$ cat config.mk
export PLATFORM = sky130hd
export DESIGN_NAME = l1_missq_trace_replayer
export DESIGN_NICKNAME = d
export VERILOG_FILES = /design/src/rtl/l1_missq_trace_replayer.sv
export SDC_FILE = /design/constraint.sdc
export NUM_CORES = 1
export LEC_CHECK = 0
export BUFFER_PORTS_ARGS = -buffer_cell sky130_fd_sc_hd__buf_2
export CORE_MARGIN = 1
export CORE_UTILIZATION = 33
export DETAILED_ROUTE_END_ITERATION = 6
export MAX_ROUTING_LAYER = met4
export PLACE_DENSITY = 0.62
export SETUP_SLACK_MARGIN = 0.2
export SLEW_MARGIN = 20
export SYNTH_ARGS = -nofsm -noshare
export SYNTH_HDL_FRONTEND = slang
export SYNTH_SLANG_ARGS = --single-unit
$ cat constraint.sdc
create_clock -name clock -period 4.2 [get_ports clock]
set_input_delay 0.21 -clock clock [delete_from_list [all_inputs] [get_ports clock]]
set_output_delay 0.21 -clock clock [all_outputs]
set_load 0.005 [all_outputs]
$ cat src/rtl/l1_missq_trace_replayer.sv
// rtl/l1_missq_trace_replayer.sv - replays buffered L1 miss-trace records as stamp-timed requests
module l1_missq_trace_replayer #(
    parameter int DEPTH = 4,
    parameter int CNT_W = 32
) (
    input  logic             clock,
    input  logic             reset,
    input  logic             start,
    input  logic             stop,
    input  logic             rec_valid,
    output logic             rec_ready,
    input  logic             rec_eof,
    input  logic [38:0]      rec_pc,
    input  logic [3:0]       rec_source,
    input  logic [35:0]      rec_paddr,
    input  logic [38:0]      rec_vaddr,
    input  logic [63:0]      rec_stamp,
    output logic             req_valid,
    input  logic             req_ready,
    output logic [38:0]      req_pc,
    output logic [3:0]       req_source,
    output logic [35:0]      req_paddr,
    output logic [38:0]      req_vaddr,
    output logic             busy,
    output logic             done,
    output logic             order_err,
    output logic [CNT_W-1:0] issued_cnt,
    output logic [CNT_W-1:0] late_cnt
);

    localparam int AW = $clog2(DEPTH);
    localparam logic [AW:0]      PTR_ONE = 1;
    localparam logic [CNT_W-1:0] CNT_ONE = 1;
    localparam logic [CNT_W-1:0] CNT_MAX = '1;

    typedef enum logic [1:0] {
        S_IDLE  = 2'd0,
        S_RUN   = 2'd1,
        S_DRAIN = 2'd2,
        S_DONE  = 2'd3
    } state_t;

    state_t state, state_nxt;

    logic [38:0] mem_pc     [DEPTH];
    logic [3:0]  mem_source [DEPTH];
    logic [35:0] mem_paddr  [DEPTH];
    logic [38:0] mem_vaddr  [DEPTH];
    logic [63:0] mem_stamp  [DEPTH];

    logic [AW:0]  wr_ptr, rd_ptr, count;
    logic [63:0]  elapsed, last_stamp, head_stamp;
    logic         eof_seen;
    logic         empty, full, active;
    logic         push, hs, stop_hit, start_hit, drain_empty;

    // Pointers carry one extra wrap bit so full and empty are distinguishable.
    assign count      = wr_ptr - rd_ptr;
    assign empty      = (wr_ptr == rd_ptr);
    assign full       = (wr_ptr[AW] != rd_ptr[AW]) && (wr_ptr[AW-1:0] == rd_ptr[AW-1:0]);
    assign head_stamp = mem_stamp[rd_ptr[AW-1:0]];

    assign active    = (state == S_RUN) || (state == S_DRAIN);
    assign stop_hit  = active && stop;
    assign start_hit = ((state == S_IDLE) || (state == S_DONE)) && start;

    assign rec_ready = !full && (state != S_DONE);
    assign push      = rec_valid && rec_ready;

    // Head becomes eligible the same cycle elapsed reaches its stamp.
    assign req_valid  = active && !empty && (head_stamp <= elapsed);
    assign hs         = req_valid && req_ready;
    assign req_pc     = mem_pc[rd_ptr[AW-1:0]];
    assign req_source = mem_source[rd_ptr[AW-1:0]];
    assign req_paddr  = mem_paddr[rd_ptr[AW-1:0]];
    assign req_vaddr  = mem_vaddr[rd_ptr[AW-1:0]];

    // FIFO ends up empty once this cycle's pop retires the last entry and nothing new arrives.
    assign drain_empty = !push && (count == {{AW{1'b0}}, hs});

    assign busy = active;
    assign done = (state == S_DONE);

    // State register.
    always_ff @(posedge clock or negedge reset) begin
        if (!reset) state <= S_IDLE;
        else        state <= state_nxt;
    end

    // Next-state logic; stop outranks every other event in RUN/DRAIN.
    always_comb begin
        state_nxt = state;
        case (state)
            S_IDLE:  if (start) state_nxt = S_RUN;
            S_RUN: begin
                if (stop)                      state_nxt = S_IDLE;
                else if (eof_seen || rec_eof)  state_nxt = S_DRAIN;
            end
            S_DRAIN: begin
                if (stop)             state_nxt = S_IDLE;
                else if (drain_empty) state_nxt = S_DONE;
            end
            S_DONE:  if (start) state_nxt = S_RUN;
            default: state_nxt = S_IDLE;
        endcase
    end

    // Record storage; cleared on reset so the head fields read zero.
    always_ff @(posedge clock or negedge reset) begin
        if (!reset) begin
            for (int i = 0; i < DEPTH; i++) begin
                mem_pc[i]     <= '0;
                mem_source[i] <= '0;
                mem_paddr[i]  <= '0;
                mem_vaddr[i]  <= '0;
                mem_stamp[i]  <= '0;
            end
        end else if (push) begin
            mem_pc[wr_ptr[AW-1:0]]     <= rec_pc;
            mem_source[wr_ptr[AW-1:0]] <= rec_source;
            mem_paddr[wr_ptr[AW-1:0]]  <= rec_paddr;
            mem_vaddr[wr_ptr[AW-1:0]]  <= rec_vaddr;
            mem_stamp[wr_ptr[AW-1:0]]  <= rec_stamp;
        end
    end

    // FIFO pointers; stop discards everything, including a same-cycle push.
    always_ff @(posedge clock or negedge reset) begin
        if (!reset) begin
            wr_ptr <= '0;
            rd_ptr <= '0;
        end else if (stop_hit) begin
            wr_ptr <= '0;
            rd_ptr <= '0;
        end else begin
            if (push) wr_ptr <= wr_ptr + PTR_ONE;
            if (hs)   rd_ptr <= rd_ptr + PTR_ONE;
        end
    end

    // Replay clock: restarts at zero on start, advances only while replaying, freezes on stop.
    always_ff @(posedge clock or negedge reset) begin
        if (!reset)                     elapsed <= '0;
        else if (start_hit)             elapsed <= '0;
        else if (active && !stop_hit)   elapsed <= elapsed + 64'd1;
    end

    // Issue statistics and stamp-ordering check, updated on each accepted request.
    always_ff @(posedge clock or negedge reset) begin
        if (!reset) begin
            issued_cnt <= '0;
            late_cnt   <= '0;
            order_err  <= 1'b0;
            last_stamp <= '0;
        end else if (start_hit) begin
            issued_cnt <= '0;
            late_cnt   <= '0;
            order_err  <= 1'b0;
            last_stamp <= '0;
        end else if (hs) begin
            if (issued_cnt != CNT_MAX)
                issued_cnt <= issued_cnt + CNT_ONE;
            if ((elapsed > head_stamp) && (late_cnt != CNT_MAX))
                late_cnt <= late_cnt + CNT_ONE;
            if (head_stamp < last_stamp)
                order_err <= 1'b1;
            last_stamp <= head_stamp;
        end
    end

    // End-of-trace marker; an eof arriving with start survives the restart.
    always_ff @(posedge clock or negedge reset) begin
        if (!reset)                              eof_seen <= 1'b0;
        else if (start_hit)                      eof_seen <= rec_eof;
        else if (rec_eof && (state != S_DONE))   eof_seen <= 1'b1;
    end

endmodule

==> summary.md <==
| Metric | Value |
|---|---|
| Peak Freq | 233 MHz |
| Max H-tree Level | 3 |
| Layout Nets | 4193 |
| Most frequent cells in the layout | 928 x dfrtp_1, 729 x mux2_2, 373 x buf_2 |
| Register area share after synthesis | 0.532 |
| Residual DRC | 0 |
| Detail Route Antenna Nets | 0 |
| Failing checks | setup timing |
| Worst-margin pin slew | 1.23 ns |
| Pre-CTS WS | -0.00403 ns |
| Worst VDD drop | 0.451 mV |
| Placed cell count | 5231 |
| Mapped Nets | 3521 |
| Starting DRT DRC Count | 1262 |
| Worst hold margin | 0.0685 ns |
| Worst r2r src | rd_ptr[0] |
| Vias | 28900 |
| RSZ-0062 raised after global routing | true |
| CP required | 4.80 ns |
| GRT Total Usage | 0.170 |
| Largest net degree at the start of global routing | 152 |
| CP Max Fanout | 10 |
| Total gr overflow | 0 |
| Power Density | 621 nW/um^2 |
| Slew Viols, Final | 0 |
| Number of synthesized flops with an enable pin | 0 |
| Initial antenna violation count | 19 |
| Max Cap Viol | 0 |
| Initial DRT Pass Iterations | 5 |
| First-pass GRT wire length | 176000 microns |
| Footprint of the multi-input gates | 20800 sq um |
| Average wire per standard cell | 19.9 microns |
| Post-synthesis mux area share | 0.282 |
| Mapped Avg Cell Area | 13.7 sq um |
| Class of the worst hold path | primary input to async pin |
| Fillers | 12000 |
| Post-layout util | 0.431 |
| Fin crit period | 4.29 ns |
| Core Region | 131000 sq um |
| Fraction of the mapped netlist area in simple logic gates | 0.0609 |
| Die width | 366 microns |
| Clk_lat worst skew | 0.72 ns |
| Die H | 366 microns |
| Post-synthesis register bit count | 930 |
| Leakage power | 24.8 nW |
| Area after DPL | 48200 sq um |
| Post-Synth XOR/XNOR Area | 0.0188 |
| Sequential cell area | 23300 sq um |
| Post-synthesis async set-or-reset flop share | 1.00 |
| CTS sink count | 930 |
| Mapped Area | 43800 sq um |
| Ys Warns | 0 |
| Fin crit share | 1.02 |
| Setup CP Type | flip-flop to flip-flop |
| Initial Util | 0.333 |
| Post-Synth Adder-Cell Area | 0.0408 |
| CP arrival | 4.88 ns |
| Vias in the first global route | 30500 |
| Routed WL | 114000 microns |
| Clk slew on worst S/H paths | 0.06 ns |
| Synth-to-Final Area Change | 29.5% |
| I/O Buffers | 375 |
| Std-Cell Rows | 133 |
| Largest family of logic cells by synthesized area | multiplexers |
| CTS tree | done |
| DR vias/cell | 5.05 |
| CP startpoint kind | flip-flop |
| Distinct cell type count of the synthesized netlist | 64 |
| Num CTS Buffers | 105 |
| Finish-stage setup viols | 11 |
| Final setup skew | 0.0271 ns |
| Synth Area in Compound Gates | 0.0384 |
| DP HPWL | 72000 microns |
| Root buffer cell | clkbuf_16 |
| Routability cong. | 0.820 |
| Worst rel slew slack | 0.182 |
| Finished Cell Area | 56700 sq um |
| Post-Syn Instances | 3190 |
| Most common cell after layout, fill and taps aside | dfrtp_1 |
| Final setup margin | -0.0861 ns |
| Die ar. | 134000 sq um |
| Layout cell share with drive strength beyond 1 | 0.470 |
| Leading register cell type out of synthesis | dfrtp_1 |
| Bufs on Longest Clock Path | 3 |
| Crit path capture type | flip-flop |
| Layout Cells excl Fill | 5715 |
| Setup slack, reg-to-reg | -0.09 ns |
| Final hold vios | 0 |
| I/O pin total | 376 |
| Status | complete, but fails checks |
| Crit path from | rd_ptr[0] |
==> cell usage after synthesis (9+ instances only) <==
| library cell | instances | share of area |
|---|---|---|
| dfrtp_1 | 930 | 0.53 |
| mux2_2 | 729 | 0.19 |
| mux4_2 | 182 | 0.094 |
| nand2_1 | 161 | 0.014 |
| ha_1 | 141 | 0.040 |
| inv_1 | 141 | 0.012 |
| nor2_1 | 124 | 0.011 |
| clkbuf_1 | 123 | 0.011 |
| a21oi_1 | 80 | 0.0091 |
| xor2_1 | 75 | 0.015 |
| o31ai_1 | 73 | 0.013 |
| nand3_1 | 60 | 0.0069 |
| nand4_1 | 49 | 0.0070 |
| o21ai_0 | 40 | 0.0046 |
| and3_1 | 31 | 0.0044 |
| buf_1 | 28 | 0.0024 |
| or3_1 | 25 | 0.0036 |
| xnor2_1 | 19 | 0.0038 |
| a21o_1 | 17 | 0.0029 |
| buf_2 | 17 | 0.0019 |
| and2_1 | 13 | 0.0019 |
| and4_1 | 13 | 0.0026 |
| nor3_1 | 13 | 0.0015 |
| or4_1 | 12 | 0.0021 |
| nor2b_1 | 9 | 0.0013 |
==> path summary, 6_finish.rpt <==
path                                  endpoint  depth (start not counted)
worst max register to register    late_cnt[22]                         20
max in group asynchronous       mem_vaddr[126]                          4
worst min register to register   mem_stamp[67]                          1
worst min-delay path             mem_stamp[42]                          2
worst max-delay path              late_cnt[22]                         20
min in group clock                   wr_ptr[1]                          4
==> logic make-up after synthesis <==
group                      after synthesis
AOI/OAI and AO/OA                      260
DFF                                    930
muxes                                  913
adders and majority gates              142
buffers and inverters                  314
xor gates and xnor gates                94
and+or+nand+nor                        537
==> metal layers <==
metal  part of all wire  wire (microns)  GRT usage
met5                  0               0          -
met4              0.025            2840     0.0439
met3              0.058            6660     0.0477
met2               0.48           54900      0.271
met1               0.44           49600      0.213
==> sequential cells by signal (all words and copies together), names as in the netlist <==
register,cells
elapsed,64
mem_source,16
late_cnt,32
last_stamp,64
issued_cnt,32
mem_paddr,144
order_err,1
mem_vaddr,156
wr_ptr,3
mem_pc,156
eof_seen,1
mem_stamp,256
rd_ptr,3
state,2
==> area by class of cell <==
class,instances,share of cell area
Antenna cell,18,0.000795
Clock buffer,158,0.0566
Clock inverter,29,0.00739
Inverter,142,0.00940
Multi-Input combinational cell,1946,0.367
Sequential cell,930,0.411
Tap cell,1755,0.0387
Timing Repair Buffer,737,0.109
==> through the flow <==
stage	power (mW)	setup TNS, ns
2_1_floorplan	21.4	0
6_report	35.2	-0.467
3_3_place_gp	24.7	0
4_1_cts	35.3	-0.0511
3_5_place_dp	25.1	-0.00403
5_1_grt	37.3	-5.00
==> where the power goes <==
group	total (mW)	leakage [nW]	switching, mW	internal (mW)
registers	14.3	11.5	1.68	12.6
logic	11.4	11.5	4.99	6.42
clock network	9.50	1.77	3.86	5.64
total	35.2	24.8	10.5	24.7
==> worst max-delay path: stages (launching register included) <==
cell	delay [ns]
dfrtp_4	0.53
buf_12	0.16
buf_16	0.14
buf_12	0.12
mux4_2	0.40
inv_1	0.06
ha_1	0.31
nand4_1	0.20
nor4_4	0.33
buf_4	0.17
nand4_1	0.12
buf_6	0.16
nor2_4	0.09
buf_4	0.11
buf_4	0.09
a21oi_1	0.15
a2111oi_4	0.39
buf_6	0.19
nand3_1	0.10
xnor2_1	0.14
and2_1	0.16
==> timing repair <==
action                                 in CTS  in global routing
setup endpoints to repair                  95                135
hold buffers                              187                  0
buffers inserted                           49                 18
pin swaps                                  71                 66
gates cloned                                9                 16
gates resized for setup                   124                248
endpoints found under the hold margin     886                  0
Note: power is estimated with default switching activity, not from simulation.
